$ cat config.mk
export PLATFORM = sky130hd
export DESIGN_NAME = aes_decrypt_scheduler
export DESIGN_NICKNAME = d
export VERILOG_FILES = /design/src/rtl/aes_sched_pkg.sv /design/src/rtl/aes_rr_arb2.sv /design/src/rtl/aes_decrypt_scheduler.sv
export SDC_FILE = /design/constraint.sdc
export NUM_CORES = 1
export LEC_CHECK = 0
export CORE_AREA = 10 10 391 393
export CTS_CLUSTER_SIZE = 20
export DETAILED_ROUTE_END_ITERATION = 8
export DIE_AREA = 0 0 401 403
export SYNTH_ARGS = -nofsm -noshare
export SYNTH_HDL_FRONTEND = slang
export SYNTH_SLANG_ARGS = --single-unit
export TNS_END_PERCENT = 10
$ cat constraint.sdc
create_clock -name clk -period 2.75 [get_ports clk]
set_clock_uncertainty 0.05 [all_clocks]
set_input_delay 0.55 -clock clk [delete_from_list [all_inputs] [get_ports clk]]
set_output_delay 0.55 -clock clk [all_outputs]
set_load 0.01 [all_outputs]
$ cat src/rtl/aes_sched_pkg.sv
// Shared types and constants for the AES decrypt scheduler.
// Holds the FSM state enum and the datapath widths.
package aes_sched_pkg;

  localparam int AES_BLK_W       = 128;
  localparam int REQ_ID_W        = 1;
  localparam int CORE_CYCLES_MAX = 15;

  typedef enum logic [1:0] {
    IDLE = 2'd0,
    EVAL = 2'd1,
    RESP = 2'd2
  } sched_state_t;

endpackage

$ cat src/rtl/aes_rr_arb2.sv
// Two-way round-robin grant, purely combinational.
// Ports: valid0/valid1 in, last_grant in, grant0/grant1 out (one-hot or none).
module aes_rr_arb2 (
  input  logic valid0,
  input  logic valid1,
  input  logic last_grant,
  output logic grant0,
  output logic grant1
);

  always_comb begin
    grant0 = 1'b0;
    grant1 = 1'b0;
    unique case (1'b1)
      (valid0 & valid1): begin
        grant0 = last_grant;
        grant1 = ~last_grant;
      end
      (valid0 & ~valid1): grant0 = 1'b1;
      (~valid0 & valid1): grant1 = 1'b1;
      default: ;
    endcase
  end

endmodule

$ cat src/rtl/aes_decrypt_scheduler.sv
// Arbitrates two decrypt requesters onto one shared combinational AES core.
// Ports: req0/req1 valid/ready jobs in, core_* to/from core, resp_* out, busy.
module aes_decrypt_scheduler
  import aes_sched_pkg::*;
#(
  parameter int CORE_CYCLES = 3
) (
  input  logic                 clk,
  input  logic                 rst_n,
  input  logic                 req0_valid,
  output logic                 req0_ready,
  input  logic [AES_BLK_W-1:0] req0_cipher,
  input  logic [AES_BLK_W-1:0] req0_key,
  input  logic                 req1_valid,
  output logic                 req1_ready,
  input  logic [AES_BLK_W-1:0] req1_cipher,
  input  logic [AES_BLK_W-1:0] req1_key,
  output logic [AES_BLK_W-1:0] core_cipher,
  output logic [AES_BLK_W-1:0] core_key,
  input  logic [AES_BLK_W-1:0] core_plain,
  output logic                 resp_valid,
  input  logic                 resp_ready,
  output logic [REQ_ID_W-1:0]  resp_id,
  output logic [AES_BLK_W-1:0] resp_plain,
  output logic                 busy
);

  localparam logic [3:0] CNT_LAST = 4'(CORE_CYCLES - 1);

  sched_state_t state;
  sched_state_t state_nxt;
  logic [3:0]   cnt;
  logic         last_grant;
  logic         gnt0;
  logic         gnt1;
  logic         acc0;
  logic         acc1;
  logic         done;
  logic         resp_hs;

  aes_rr_arb2 u_arb (
    .valid0     (req0_valid),
    .valid1     (req1_valid),
    .last_grant (last_grant),
    .grant0     (gnt0),
    .grant1     (gnt1)
  );

  assign req0_ready = (state == IDLE) & gnt0;
  assign req1_ready = (state == IDLE) & gnt1;
  assign acc0       = req0_valid & req0_ready;
  assign acc1       = req1_valid & req1_ready;
  assign done       = (state == EVAL) & (cnt == CNT_LAST);
  assign resp_valid = (state == RESP);
  assign resp_hs    = resp_valid & resp_ready;
  assign busy       = (state != IDLE);

  always_comb begin
    state_nxt = state;
    case (state)
      IDLE: if (acc0 | acc1) state_nxt = EVAL;
      EVAL: if (done) state_nxt = RESP;
      RESP: if (resp_ready) state_nxt = IDLE;
      default: state_nxt = IDLE;
    endcase
  end

  always_ff @(posedge clk or negedge rst_n) begin
    if (!rst_n) begin
      state       <= IDLE;
      cnt         <= '0;
      last_grant  <= 1'b1;
      core_cipher <= '0;
      core_key    <= '0;
      resp_id     <= '0;
      resp_plain  <= '0;
    end else begin
      state <= state_nxt;
      if (acc0 | acc1) begin
        core_cipher <= acc1 ? req1_cipher : req0_cipher;
        core_key    <= acc1 ? req1_key : req0_key;
        resp_id     <= acc1;
        last_grant  <= acc1;
        cnt         <= '0;
      end
      if ((state == EVAL) && !done) cnt <= cnt + 4'd1;
      if (done) resp_plain <= core_plain;
      // key material leaves the core bus once the result is consumed
      if (resp_hs) begin
        core_cipher <= '0;
        core_key    <= '0;
      end
    end
  end

endmodule

== After elaboration in Yosys (flattened, before gate mapping) ==
Cells that the tools add are included.
Cells by class
  add/subtract/negate cells: 1
  multipliers: 0
  divide/modulo/power cells: 0
  order comparisons: 0
  eq/ne operators: 6
  shift-type cells: 0
  muxes and demuxes: 14
  bitwise logic cells: 13
  reductions and logical operators: 7
Operators with widths (count)
  $mux 128: 6
  $and 1x1->1: 9
  $mux 4: 2
  $mux 2: 3
  $pmux 2 s3: 1
  $reduce_bool 2->1: 3
  $add 4x1->4 const B: 1
  $eq 4x2->1 const B: 1
  $ne 2x1->1 const B: 2
  $pmux 1 s2: 2
  $not 1->1: 3
  $reduce_and 3->1: 1
  $eq 2x1->1 const B: 1
  $eq 2x2->1 const B: 1
  $logic_not 2->1: 1
  $ne 2x2->1 const B: 1
  $logic_and 1x1->1: 1
  $logic_not 1->1: 1
  $or 1x1->1: 1
Storage, ports and cells
  flip-flop bits (word level): 392
  bits in latches: 0
  RAM bits: 0
  memory bits (read-only): 0
  input bits: 645
  output and inout port bits: 389
  logic and storage cells: 48
  memories kept: 0

== Depth between registers and ports, before layout ==
  word-level depth: 8
  depth in mapped cells: 7
  mapped depth without buffers: 5

== Modules after synthesis ==
From an unflattened synthesis, not the netlist that was laid out.
Second synthesis, totals
  cells, all modules: 1171
  area total of the unflattened synthesis: 16309.4 um2
Modules (own cells, without submodules)
  aes_decrypt_scheduler: times used 1, cells an instance 1168, area an instance 16290.6 um2, sequential area each 9810.7 um2
  aes_rr_arb2: times used 1, cells an instance 3, area an instance 18.8 um2, sequential area each 0.0 um2

== Least setup slack after synthesis ==
No wires, ideal clock.
  kind: register to output
  start point: register state[0]
  end point: output port req1_ready
  arrival time: 1241 ps
  data required time: 2150 ps
  slack: 909 ps
  stages on the path, launching flop included: 7
  path buffers: 4
  path through: dfrtp_1 > buf_2 > nor2_2 > and3_1 > buf_6 > buf_6 > buf_2
Between the ends
  longest elaborated chain between the ends: 2
Ends and longest elaborated chain
  start: declaration: RTL line aes_decrypt_scheduler.sv:30  | sched_state_t state;
  start signal: assignment: RTL line aes_decrypt_scheduler.sv:78  | state <= state_nxt;
  $logic_not 2->1: RTL line aes_decrypt_scheduler.sv:50  | assign req1_ready = (state == IDLE) & gnt1;
  $and 1x1->1: RTL line aes_decrypt_scheduler.sv:50
  end: declaration: RTL line aes_decrypt_scheduler.sv:15  | output logic req1_ready,
No other way between the ends.

== Worst setup path after layout ==
  start point: register state[0]
  end point: output port busy
Between the ends
  longest elaborated chain between the ends: 1
Ends and longest elaborated chain
  $reduce_bool 2->1: RTL line aes_decrypt_scheduler.sv:56  | assign busy = (state != IDLE);
  end: declaration: RTL line aes_decrypt_scheduler.sv:25  | output logic busy
No other way between the ends.

==> reports/results.ini <==
[routing]
vias = 20311
wl_mm = 138
wl_per_cell_um = 29.3
via_per_inst = 4.31
dr.pass1.iters = 7
ant_nets = 0
route.detailed.drc = 0
drt_iter0_drc = 1698

[timing]
whs_ns = 0.426
slew_violations = 0
tns_ns = 0
tightest_slew_ns = 0.988
rsz0062_at_grt = no
fin_crit_sh_pct = 93.4
fmaxAchievable_mhz = 390
hold_viol_final = 0
slew_headroom_pct = 34.2
period_minus_slack_ns = 2.57
layout_setup_ws_ns = 0.183
setup_violations = 0

[clocking]
clock_latency_ns = 0.64
clk_path_buf_depth = 3
cts-root-buf = clkbuf_16
cts_tree = yes
postCtsSetupBuffers = 0
clkTransAtPathRegs_ns = 0.08
cts_buffers = 49
h-tree-depth = 2
cts_num_sinks = 392

[yosys]
synth_edf_count = 0
synthCells = 1796
netlist_area_mm2 = 0.0190
ys_ff_latch = 392
synthArstFlopShare_pct = 100
yosysTopAreaCellShare_pct = 51.5
seq_area_frac_synth_pct = 51.6
synth_fp_nets = 2443
synthFlopType = dfrtp_1
netlist_top_cells_area = dfrtp_1 (51%), o31ai_1 (10%), o311ai_1 (10%)
synth_top_area_cell = dfrtp_1
postSynthAreaPerCell_um2 = 10.6
yosysWarnings = 0
yosysUniqueCellTypes = 32

[layout]
drive_gt1_share_pct = 10.6
fill_cells = 15662
postLayoutCellArea_mm2 = 0.0336
utilization_pct = 23.1
layout.nets = 3385
syn_to_final_growth_pct = 76.6

[power]
peakVddDrop_mv = 0.612
pwr-share-clk_pct = 19.2
switchingPower_mw = 14.9
internal-power_mw = 22.6
switching_share_pct = 39.7
power.density_mw_per_mm2 = 1120
p_comb_share_pct = 52.1
p_leak_nw = 13.3
p_seq_share_pct = 28.7

[place]
gp_congestion = 0.920
placed_cell_area_mm2 = 0.0317
place_ws_ns = -0.0901
port_buffers = 1033
dp_hpwl_mm = 110

[global_routing]
grt_overflow = 0
track_usage_pct = 16.0
antenna_found_initial = 86
grt_pass1_vias = 20566
grt_pass1_wl_mm = 184
grt_max_degree = 168

[floorplanning]
fp.dieH_um = 403
ios = 1034
row_count = 140
die-area_mm2 = 0.162
core_mm2 = 0.145
start_util_pct = 13.1
fp.dieW_um = 401

[critical_path]
startpoint_type = register
critPathMaxFanout = 5
critPathKind = reg -> out
crit_required_ns = 2.15
cp.arrival_ns = 1.97
endpoint_kind = output pin

[min_path]
hold_class = in -> reg

[status]
outcome = finished clean

[job]
maxCapViolations = 0

## worst paths after layout
kind / from / to / slack, ns / cells past startpoint
max: state[0]$_DFFE_PN0P_ / busy / 0.18 / 3
min: req0_key[11] / core_key[11]$_DFFE_PN0P_ / 0.43 / 3
max reg2reg: state[0]$_DFFE_PN0P_ / core_cipher[87]$_DFFE_PN0P_ / 0.57 / 6
min reg2reg: resp_plain[40]$_DFFE_PN0P_ / resp_plain[40]$_DFFE_PN0P_ / 0.45 / 1
max in group asynchronous: rst_n / core_key[94]$_DFFE_PN0P_ / 1.27 / 3
min in group asynchronous: rst_n / resp_plain[6]$_DFFE_PN0P_ / 0.46 / 2
## kinds of logic (layout without fill, tap and decap cells)
family | Yosys count | in the layout | synth area share, %
AND/OR/NAND/NOR | 279 | 279 | 7.51
adder cells (fa/ha/maj) | 2 | 2 | 0.132
buffers and inverters | 473 | 1453 | 10.9
flip-flops | 392 | 392 | 51.6
other | 0 | 19 | 0
AO/OA/AOI/OAI | 522 | 522 | 22.3
multiplexers | 128 | 128 | 7.58
## stage by stage
stage,power [mW],instances
global placement,30.2,4603
detailed placement,30.4,4603
floorplan,18.9,1796
finish,37.5,4712
global route,39.4,4700
CTS,37.9,4693
## timing repair
action / 4_1_cts / 5_1_grt
endpoints found under the hold margin: 42 / 0
hold buffers: 1 / 0
gates resized for setup: 5 / 0
setup endpoints to repair: 3 / 0
## synthesized netlist by cell type (2+ instances only)
cell type    n
dfrtp_1    391
inv_1      260
nand3_1    258
o31ai_1    257
o311ai_1   218
clkbuf_1   139
mux2_2     128
o311ai_0    38
buf_6       34
buf_2       26
buf_1       14
nand2b_1     5
nand2_1      3
nor2_1       3
and3_1       2
ha_1         2
nor2b_1      2
o21ai_0      2
## power by group through the flow
stage | Sequential [mW] | Clock [mW] | Combinational (mW)
2_1_floorplan | 11.7 | 0 | 7.21
4_1_cts | 10.7 | 7.43 | 19.7
3_3_place_gp | 10.7 | 0 | 19.5
3_5_place_dp | 10.7 | 0 | 19.7
6_report | 10.8 | 7.21 | 19.5
5_1_grt | 11.1 | 7.62 | 20.7
## routing by layer
layer	routed length, um	track usage (%)	part of all wire, %	vias to the layer above
met4	4780	4.90	3.5	20
met5	132	0	0.096	-
met3	12300	5.23	8.9	290
met1	56500	20.2	41	10238
met2	64100	25.9	47	1118
li1	-	-	-	8645
## layout make-up
type / count / area [um^2] / area share, %
Clock inverter: 24 / 380 / 1.13
Multi-Input combinational cell: 931 / 7180 / 21.4
Timing Repair Buffer: 1104 / 11400 / 33.9
Sequential cell: 392 / 9820 / 29.3
Antenna cell: 19 / 47.5 / 0.142
Clock buffer: 65 / 1380 / 4.10
Tap cell: 1917 / 2400 / 7.15
Inverter: 260 / 976 / 2.91
## cells in the final DEF (no fill, tap or decap), types with 2 or more instances in the layout
cell type / synthesis / layout
diode_2: 0 / 19
nor3b_4: 1 / 2
bufinv_16: 0 / 7
clkinvlp_4: 0 / 4
clkinv_2: 0 / 10
nor2_1: 3 / 3
inv_1: 260 / 260
nand2b_1: 5 / 5
clkdlybuf4s50_1: 0 / 1029
buf_12: 0 / 40
clkbuf_1: 139 / 7
o311ai_1: 218 / 218
o21ai_0: 2 / 2
dfrtp_1: 391 / 389
clkinv_16: 0 / 3
dlygate4sd2_1: 0 / 2
clkbuf_16: 0 / 49
nand2_4: 0 / 2
clkbuf_8: 0 / 9
mux2_2: 128 / 128
buf_4: 0 / 30
o31ai_1: 257 / 257
ha_1: 2 / 2
o311ai_0: 38 / 38
nand3_1: 258 / 258
## sequential cells by signal (all words and copies together), names as in the netlist
signal       count
core_cipher    128
core_key       128
resp_plain     128
cnt              4
state            2
last_grant       1
resp_id          1
## critical path, cell delays in order (launching register included)
cell             delay, ns
dfrtp_4               0.49
nor2_4                0.19
inv_1                 0.11
clkdlybuf4s50_1       0.53
(Power assumes the default switching activity.)
